[src/rtl/decode_issue_ctrl.sv]
// Fetch-to-decode issue controller: small instruction FIFO plus per-register load-latency scoreboard.
// Latency: min 1 cycle fetch-to-issue; dependents of a load wait LOAD_LATENCY bubbles after it issues.
// Backpressure: fetch_ready drops when the FIFO is full; stall freezes FIFO and scoreboard, flush empties FIFO.
//
// Ports:
//   clk, rst                  clock, synchronous active-high reset
//   stall, flush              global freeze / taken-branch squash of buffered instructions
//   fetch_valid/ready/instr   instruction handshake from fetch
//   issue_instr, issue_valid  instruction presented to decode (NOP_INSTR on bubble)
//   data_hazard               FIFO head blocked by a pending load result
//   issue_is_load, issue_dest control decode of issue_instr, fed back to arm the scoreboard
//   occupancy                 current FIFO entry count
module decode_issue_ctrl #(
   parameter int                     INSTR_WIDTH   = 16,
   parameter int                     REG_SEL_WIDTH = 3,
   parameter int                     RS_LSB        = 8,
   parameter int                     RT_LSB        = 5,
   parameter logic [INSTR_WIDTH-1:0] NOP_INSTR     = 16'h0800,
   parameter int                     BUF_DEPTH     = 2,
   parameter int                     LOAD_LATENCY  = 1
) (
   input  logic                         clk,
   input  logic                         rst,
   input  logic                         stall,
   input  logic                         flush,
   input  logic                         fetch_valid,
   input  logic [INSTR_WIDTH-1:0]       fetch_instr,
   output logic                         fetch_ready,
   output logic [INSTR_WIDTH-1:0]       issue_instr,
   output logic                         issue_valid,
   output logic                         data_hazard,
   input  logic                         issue_is_load,
   input  logic [REG_SEL_WIDTH-1:0]     issue_dest,
   output logic [$clog2(BUF_DEPTH):0]   occupancy
);

   localparam int PTR_W = $clog2(BUF_DEPTH);
   localparam int CNT_W = $clog2(BUF_DEPTH) + 1;
   localparam int SB_W  = $clog2(LOAD_LATENCY + 1);
   localparam int NREG  = 2 ** REG_SEL_WIDTH;

   localparam logic [CNT_W-1:0] FULL_CNT = CNT_W'(BUF_DEPTH);
   localparam logic [SB_W-1:0]  SB_ARM   = SB_W'(LOAD_LATENCY);

   logic [INSTR_WIDTH-1:0] mem [BUF_DEPTH];
   logic [PTR_W-1:0]       rd_ptr;
   logic [PTR_W-1:0]       wr_ptr;
   logic [CNT_W-1:0]       count;
   logic [SB_W-1:0]        sb_cnt [NREG];

   logic                     push;
   logic                     pop;
   logic                     not_empty;
   logic [INSTR_WIDTH-1:0]   head;
   logic [REG_SEL_WIDTH-1:0] head_rs;
   logic [REG_SEL_WIDTH-1:0] head_rt;

   assign head      = mem[rd_ptr];
   assign head_rs   = head[RS_LSB +: REG_SEL_WIDTH];
   assign head_rt   = head[RT_LSB +: REG_SEL_WIDTH];
   assign not_empty = (count != '0);

   assign fetch_ready = (count != FULL_CNT);
   assign push        = fetch_valid & fetch_ready & ~stall & ~flush;

   // Both source fields are checked regardless of opcode; over-stalling an
   // instruction that ignores rt is cheaper than decoding formats here.
   assign data_hazard = not_empty & ~flush &
                        ((sb_cnt[head_rs] != '0) | (sb_cnt[head_rt] != '0));
   assign pop         = not_empty & ~data_hazard & ~stall & ~flush;

   assign issue_instr = pop ? head : NOP_INSTR;
   assign issue_valid = pop;
   assign occupancy   = count;

   // Storage needs no reset: entries are only visible once count covers them.
   always_ff @(posedge clk) begin
      if (push) begin
         mem[wr_ptr] <= fetch_instr;
      end
   end

   always_ff @(posedge clk) begin
      if (rst) begin
         rd_ptr <= '0;
         wr_ptr <= '0;
         count  <= '0;
         for (int r = 0; r < NREG; r++) begin
            sb_cnt[r] <= '0;
         end
      end else begin
         // Flush beats stall for the FIFO: younger instructions are dead either way.
         if (flush) begin
            rd_ptr <= '0;
            wr_ptr <= '0;
            count  <= '0;
         end else begin
            if (push) begin
               wr_ptr <= wr_ptr + PTR_W'(1);
            end
            if (pop) begin
               rd_ptr <= rd_ptr + PTR_W'(1);
            end
            if (push && !pop) begin
               count <= count + CNT_W'(1);
            end else if (pop && !push) begin
               count <= count - CNT_W'(1);
            end
         end

         // Scoreboard survives flush: the loads it tracks are older than the
         // branch and still in flight. It only freezes on stall.
         if (!stall) begin
            for (int r = 0; r < NREG; r++) begin
               if (sb_cnt[r] != '0) begin
                  sb_cnt[r] <= sb_cnt[r] - SB_W'(1);
               end
            end
            // Later assignment wins, so a new load re-arms over the decrement.
            if (pop && issue_is_load) begin
               sb_cnt[issue_dest] <= SB_ARM;
            end
         end
      end
   end

endmodule

[config.mk]
export PLATFORM = sky130hd
export DESIGN_NAME = decode_issue_ctrl
export DESIGN_NICKNAME = d
export VERILOG_FILES = /design/src/rtl/decode_issue_ctrl.sv
export SDC_FILE = /design/constraint.sdc
export NUM_CORES = 1
export LEC_CHECK = 0
export BUFFER_PORTS_ARGS = -buffer_cell sky130_fd_sc_hd__buf_2
export CAP_MARGIN = 25
export CORE_MARGIN = 8
export CORE_UTILIZATION = 45
export CTS_BUF_LIST = sky130_fd_sc_hd__clkbuf_8
export DETAILED_ROUTE_END_ITERATION = 8
export PLACE_DENSITY_LB_ADDON = 0.2
export SLEW_MARGIN = 0
export SYNTH_ARGS = -nofsm -noshare
export SYNTH_HDL_FRONTEND = slang
export SYNTH_SLANG_ARGS = --single-unit
export TNS_END_PERCENT = 1
[constraint.sdc]
create_clock -name clk -period 9.05 [get_ports clk]
set_input_delay 2.715 -clock clk [delete_from_list [all_inputs] [get_ports clk]]
set_output_delay 2.715 -clock clk [all_outputs]
set_load 0.01 [all_outputs]
==> flow_metrics.tcl, run 1 <==
set metrics [dict create \
    layout.nets 229 \
    syn_area_per_cell_um2 12.9 \
    synth_fp_nets 180 \
    fin_area_um2 2360 \
    track_usage 0.126 \
    preCtsSetupSlack_ns 2.15 \
    fin_setup_tns_ns 0 \
    cpPeakStageDelay_ns 0.50 \
    crit_path_start "flush" \
    ff2ff_path_depth 11 \
    leakagePower_nw 0.902 \
    yosysSeqAreaShare 0.614 \
    grt_pass1_vias 1406 \
    hold_class "flop to flop" \
    post_cts_resized 0 \
    grt_pass1_wl_um 6410 \
    place_area_um2 2260 \
    area_delta_synth_final_pct 18.4 \
    ir_drop_mv 0.118 \
    p_comb_frac 0.055 \
    drc 0 \
    post-dp-hpwl_um 2960 \
    syn-cell-area_um2 1990 \
    crit_slowest_cell "nor3_1" \
    synth.yosys.warnings 0 \
    antenna_found_initial 0 \
    worstSetupPathType "input pin to output pin" \
    swShare 0.221 \
    cp.arrival_ns 4.14 \
    gp_congestion 0.823 \
    numPortBuffers 45 \
    power.internal_w 0.000290 \
    cts_tree "built" \
    fp.coreArea_um2 4290 \
    dieArea_um2 6800 \
    wirelength_um 4000 \
    postCtsSetupBuffers 0 \
    power_w 0.000372 \
    cts-root-buf "clkbuf_8" \
    worstMarginPinSlew_ns 0.726 \
    pwr-share-clk 0.340 \
    start_util 0.463 \
    ios 46 \
    hold_viol 0 \
    final_antenna_net_count 0 \
    clock_path_buffers 2 \
    worstPathCellList "buf_2 -> nor3_1 -> nand2_2 -> clkinv_2 -> nand2_1 -> buf_2" \
    final.period_utilization 0.758 \
    holdWs_ns 0.482 \
    post_route_cells_drive_above_1_share 0.314 \
    htreeDepth 2 \
    ys_types 37 \
    finalClockSkew_ns 0.00991 \
    fillCellCount 366 \
    clkSinkCount 45 \
    first_pass_iters 4 \
    critical_path.top_delay_family "simple AND/OR/NAND/NOR gates" \
    finalSetupViolCount 0 \
    start_kind "input pin" \
    outcome "complete, no violations" \
    maxSlewHeadroom 0.516 \
    num_rows 24 \
    antenna_cells 0 \
    power_per_cell_area_nw_per_um2 158 \
    critical_path_depth 6 \
    p_seq_frac 0.604 \
    period_minus_slack_ns 6.86 \
    rsz0062_at_grt "false" \
    cap_violations 0 \
    numCtsBuffers 5 \
    drt_iter0_markers 63 \
    syn-instance-count 154 \
    end_kind "output pin" \
    grt_max_degree 26 \
    finalMaxSlewViolations 0 \
    viasPerCell 5.39 \
    die_height_um 82.5 \
    dieWidth_um 82.5 \
    switchingPower_w 0.0000822 \
    setup_slack_ns 2.19 \
    regToRegSetupSlack_ns 5.68 \
    vias 1379 \
    cp_common_cell "buf_2" \
    critPathMaxFanout 16 \
    postCtsHoldBufs 0 \
    fmax_mhz 146 \
    cts.clk_slew.worst_paths_ns 0.08 \
    ys_ff_latch 45 \
    worst_skew_pair.late_latency_ns 0.30 \
    endpoint "issue_instr[11]" \
    grt-ovfl-total 0 \
    r2r_end "occupancy[1]$_SDFFE_PP0P_" \
    wl_per_cell_um 15.6 \
    path_buf_inv 3 \
    cp_data_required_time_ns 6.34 \
]
[layer usage]
metal  vias to the layer above  wire length [um]  track usage
met5                         -                 0            0
met4                         0                69       0.0483
met3                         8               381       0.0563
met2                        51              1980        0.215
met1                       649              1570        0.133
li1                        671                 -            -
[placed cells by master (no fill, tap or decap), types with 3 or more instances in the layout]
master     n
mux2i_1   12
mux2_2     4
nor2b_1    7
o21ai_0    4
buf_2     45
nand2_1   11
edfxtp_1  32
nor2_1    18
inv_6      3
o32ai_1    3
nand2b_1   5
clkbuf_8   5
and3_1     4
dfxtp_1   13
a32o_1     6
nor3_1     5
[kinds of logic after synthesis]
group / Yosys count / share of synthesized area
flops: 45 / 0.614
buf+inv: 8 / 0.0233
compound gates: 19 / 0.0786
simple gates: 58 / 0.145
mux: 19 / 0.115
xor+xnor: 4 / 0.0176
fa+ha+maj: 1 / 0.00629
[power groups by stage]
stage	Combinational, W	Clock [W]	Sequential (W)
floorplan	0.0000101	0	0.000229
global placement	0.0000199	0	0.000229
detailed placement	0.0000207	0	0.000229
CTS	0.0000208	0.000132	0.000225
global route	0.0000230	0.000140	0.000225
finish	0.0000206	0.000127	0.000225
[per-stage QoR]
step	utilization	instances
final	0.549	256
after global placement	0.527	248
after detailed placement	0.527	248
after floorplan	-	154
after CTS	0.549	256
after global routing	0.549	256
[synthesized netlist by cell type]
cell type / instances / share of area
xnor2_1: 2 / 0.0088
buf_6: 2 / 0.011
mux4_1: 1 / 0.013
mux2i_1: 12 / 0.060
mux2_2: 4 / 0.023
mux2_4: 1 / 0.0075
ha_1: 1 / 0.0063
nand4_1: 2 / 0.0063
inv_1: 2 / 0.0038
edfxtp_1: 32 / 0.48
mux4_2: 1 / 0.011
and3_1: 4 / 0.013
nand2_1: 11 / 0.021
clkinv_2: 1 / 0.0025
xor2_1: 2 / 0.0088
nand4b_1: 1 / 0.0044
nand3_1: 1 / 0.0025
o21ai_0: 4 / 0.010
a211o_1: 1 / 0.0044
a221oi_1: 1 / 0.0044
o21a_1: 1 / 0.0038
a211oi_1: 1 / 0.0038
a21oi_1: 1 / 0.0025
a211oi_2: 1 / 0.0063
nand2_2: 1 / 0.0031
and2_1: 1 / 0.0031
nor3_1: 5 / 0.013
a32o_1: 6 / 0.030
dfxtp_1: 13 / 0.13
nor3b_1: 1 / 0.0038
o32ai_1: 3 / 0.013
clkbuf_1: 2 / 0.0038
nor2b_1: 7 / 0.022
nand2b_1: 5 / 0.016
nor2_1: 18 / 0.034
buf_1: 1 / 0.0019
and3b_1: 1 / 0.0044
[worst min path at each step]
stage	startpoint	to	slack, ns	depth (start not counted)
2_1_floorplan	sb_cnt[5]$_DFF_P_	sb_cnt[5]$_DFF_P_	0.44	2
3_3_place_gp	rd_ptr$_SDFFE_PP0P_	rd_ptr$_SDFFE_PP0P_	0.47	2
3_5_place_dp	rd_ptr$_SDFFE_PP0P_	flop	0.47	2
4_1_cts	rd_ptr$_SDFFE_PP0P_	flop	0.49	2
5_1_grt	rd_ptr$_SDFFE_PP0P_	rd_ptr$_SDFFE_PP0P_	0.53	2
6_report	rd_ptr$_SDFFE_PP0P_	flop	0.48	2
[layout make-up]
class,instances,area (um2),share of cell area
Timing Repair Buffer,47,240,0.102
Sequential cell,45,1220,0.518
Multi-Input combinational cell,101,722,0.306
Clock buffer,5,68.8,0.0292
Clock inverter,3,26.3,0.0112
Tap cell,52,65.1,0.0276
Inverter,3,12.5,0.00531
[state kept, by name, summed over array words and instances (netlist names), named ones only]
name / cells
occupancy: 2
sb_cnt: 8
wr_ptr: 1
rd_ptr: 1
mem: 32
[tightest hold or removal path: stages, from the launching register on]
cell and delay [ns]:
dfxtp_1 0.32, nand2_1 0.06, o21ai_0 0.06
Power figures use the tool's default switching activity.
==> inputs of run 2 (changes only) <==
==> constraint.sdc (replaced) <==
create_clock -name clk -period 6.7 [get_ports clk]
set_input_delay 2.01 -clock clk [delete_from_list [all_inputs] [get_ports clk]]
set_output_delay 2.01 -clock clk [all_outputs]
set_load 0.01 [all_outputs]
==> run 2 against run 1 <==
- final area unchanged
- combinational power grew 35%
- wire length is 0.25% lower
- highest routed layer unchanged
- first-iteration DRC count up 11%
- core utilization stayed put
- clock skew increased by 0.00052 ns
- critical endpoint unchanged
- count of clock-buffer cells in the layout is the same
- hold slack better by 0.0022 ns
==> flow_metrics.tcl, run 2 (same netlist as run 1, synthesis figures left out) <==
set metrics [dict create \
    outcome "complete, no violations" \
    swShare 0.224 \
    finalClockSkew_ns 0.0104 \
    cpPeakStageDelay_ns 0.51 \
    grt-ovfl-total 0 \
    grt_pass1_vias 1395 \
    numPortBuffers 45 \
    finalMaxSlewViolations 0 \
    cts-root-buf "clkbuf_8" \
    wl_per_cell_um 15.6 \
    ios 46 \
    r2r_end "occupancy[1]$_SDFFE_PP0P_" \
    cp_data_required_time_ns 4.69 \
    wirelength_um 3990 \
    track_usage 0.124 \
    antenna_cells 0 \
    worst_skew_pair.late_latency_ns 0.30 \
    mostFrequentLayoutCells "buf_2, edfxtp_1, nor2_1" \
    grt_pass1_wl_um 6360 \
    ff2ff_path_depth 11 \
    hold_depth 2 \
    end_kind "output pin" \
    wl_met3_um 354 \
    regToRegSetupSlack_ns 3.38 \
    p_comb_frac 0.055 \
    p_seq_frac 0.602 \
    vias 1383 \
    power_per_cell_area_nw_per_um2 214 \
    drc 0 \
    worstSetupPathType "input pin to output pin" \
    dieArea_um2 6800 \
    final_antenna_net_count 0 \
    fp.coreArea_um2 4290 \
    wl_met1_um 1560 \
    cap_violations 0 \
    rsz0062_at_grt "false" \
    clkSinkCount 45 \
    post_route_cells_drive_above_1_share 0.314 \
    fin_setup_tns_ns 0 \
    cts_tree "built" \
    postCtsHoldBufs 0 \
    switchingPower_w 0.000113 \
    grt_max_degree 26 \
    preCtsSetupSlack_ns 1.26 \
    postCtsSetupBuffers 0 \
    gp_congestion 0.823 \
    largest_reg_flops 32 \
    pwr-share-clk 0.343 \
    area_delta_synth_final_pct 18.4 \
    wl_met2_um 2020 \
    start_util 0.463 \
    drt_iter0_markers 70 \
    first_pass_iters 4 \
    num_rows 24 \
    finalSetupViolCount 0 \
    post_cts_resized 0 \
    top_register "mem" \
    ir_drop_mv 0.125 \
    cp.arrival_ns 3.44 \
    numCtsBuffers 5 \
    crit_slowest_cell "nor3_1" \
    cts.clk_slew.worst_paths_ns 0.08 \
    top_layer "met4" \
    antenna_found_initial 0 \
    holdWs_ns 0.485 \
    final.period_utilization 0.814 \
    hold_class "flop to flop" \
    htreeDepth 2 \
    clock_path_buffers 2 \
    worstPathCellList "buf_2 -> nor3_1 -> nand2_2 -> clkinv_2 -> nand2_1 -> buf_2" \
    layout.nets 229 \
    hold_viol 0 \
    cp_common_cell "buf_2" \
    leakagePower_nw 0.902 \
    dieWidth_um 82.5 \
    maxSlewHeadroom 0.521 \
    power.internal_w 0.000391 \
    die_height_um 82.5 \
    hp-start "rd_ptr$_SDFFE_PP0P_" \
    final_common_cell "buf_2" \
    critPathMaxFanout 16 \
    period_minus_slack_ns 5.45 \
    viasPerCell 5.40 \
    fmax_mhz 183 \
    start_kind "input pin" \
    post-dp-hpwl_um 2970 \
    setup_slack_ns 1.25 \
    worstMarginPinSlew_ns 0.718 \
]
==> run 2: cell counts in the layout (fill, tap and decap cells not counted) <==
Identical to the previous run, type by type.
==> run 2: power groups by stage <==
stage / logic, W / registers (W) / clock network [W]
6_report: 0.0000278 / 0.000303 / 0.000173
5_1_grt: 0.0000311 / 0.000304 / 0.000188
4_1_cts: 0.0000280 / 0.000303 / 0.000177
3_5_place_dp: 0.0000279 / 0.000310 / 0
3_3_place_gp: 0.0000269 / 0.000310 / 0
2_1_floorplan: 0.0000137 / 0.000310 / 0
==> run 2: worst max path at each step <==
stage | startpoint | endpoint
after CTS | flush | issue_instr[11]
after detailed placement | flush | issue_instr[11]
after global placement | flush | issue_instr[11]
after global routing | flush | issue_instr[11]
final | flush | issue_instr[11]
after floorplan | flush | issue_instr[0]
==> run 2: per-stage QoR <==
| stage | total power, W | area [um2] | instances | util |
|---|---|---|---|---|
| after global routing | 0.000523 | 2360 | 256 | 0.549 |
| after floorplan | 0.000323 | 1990 | 154 | - |
| after global placement | 0.000337 | 2260 | 248 | 0.527 |
| after detailed placement | 0.000338 | 2260 | 248 | 0.527 |
| final | 0.000504 | 2360 | 256 | 0.549 |
| after CTS | 0.000509 | 2360 | 256 | 0.549 |
==> run 2: area by class of cell <==
class,count,area [um2]
fill,375,1940
timing repair buffer,47,240
sequential,45,1220
clock buffer,5,68.8
tap,52,65.1
multi-input combinational,101,722
clock inverter,3,26.3
inverter,3,12.5
==> run 2: worst max-delay path: cells and delay by family <==
kind          cells  cell delay [ns]
buf+inv           3             0.50
simple gates      3             0.93
==> run 2: metal layers <==
metal | up-vias | track usage
met5 | - | 0
met4 | 0 | 0.0431
met3 | 5 | 0.0541
met2 | 56 | 0.212
met1 | 649 | 0.134
li1 | 673 | -
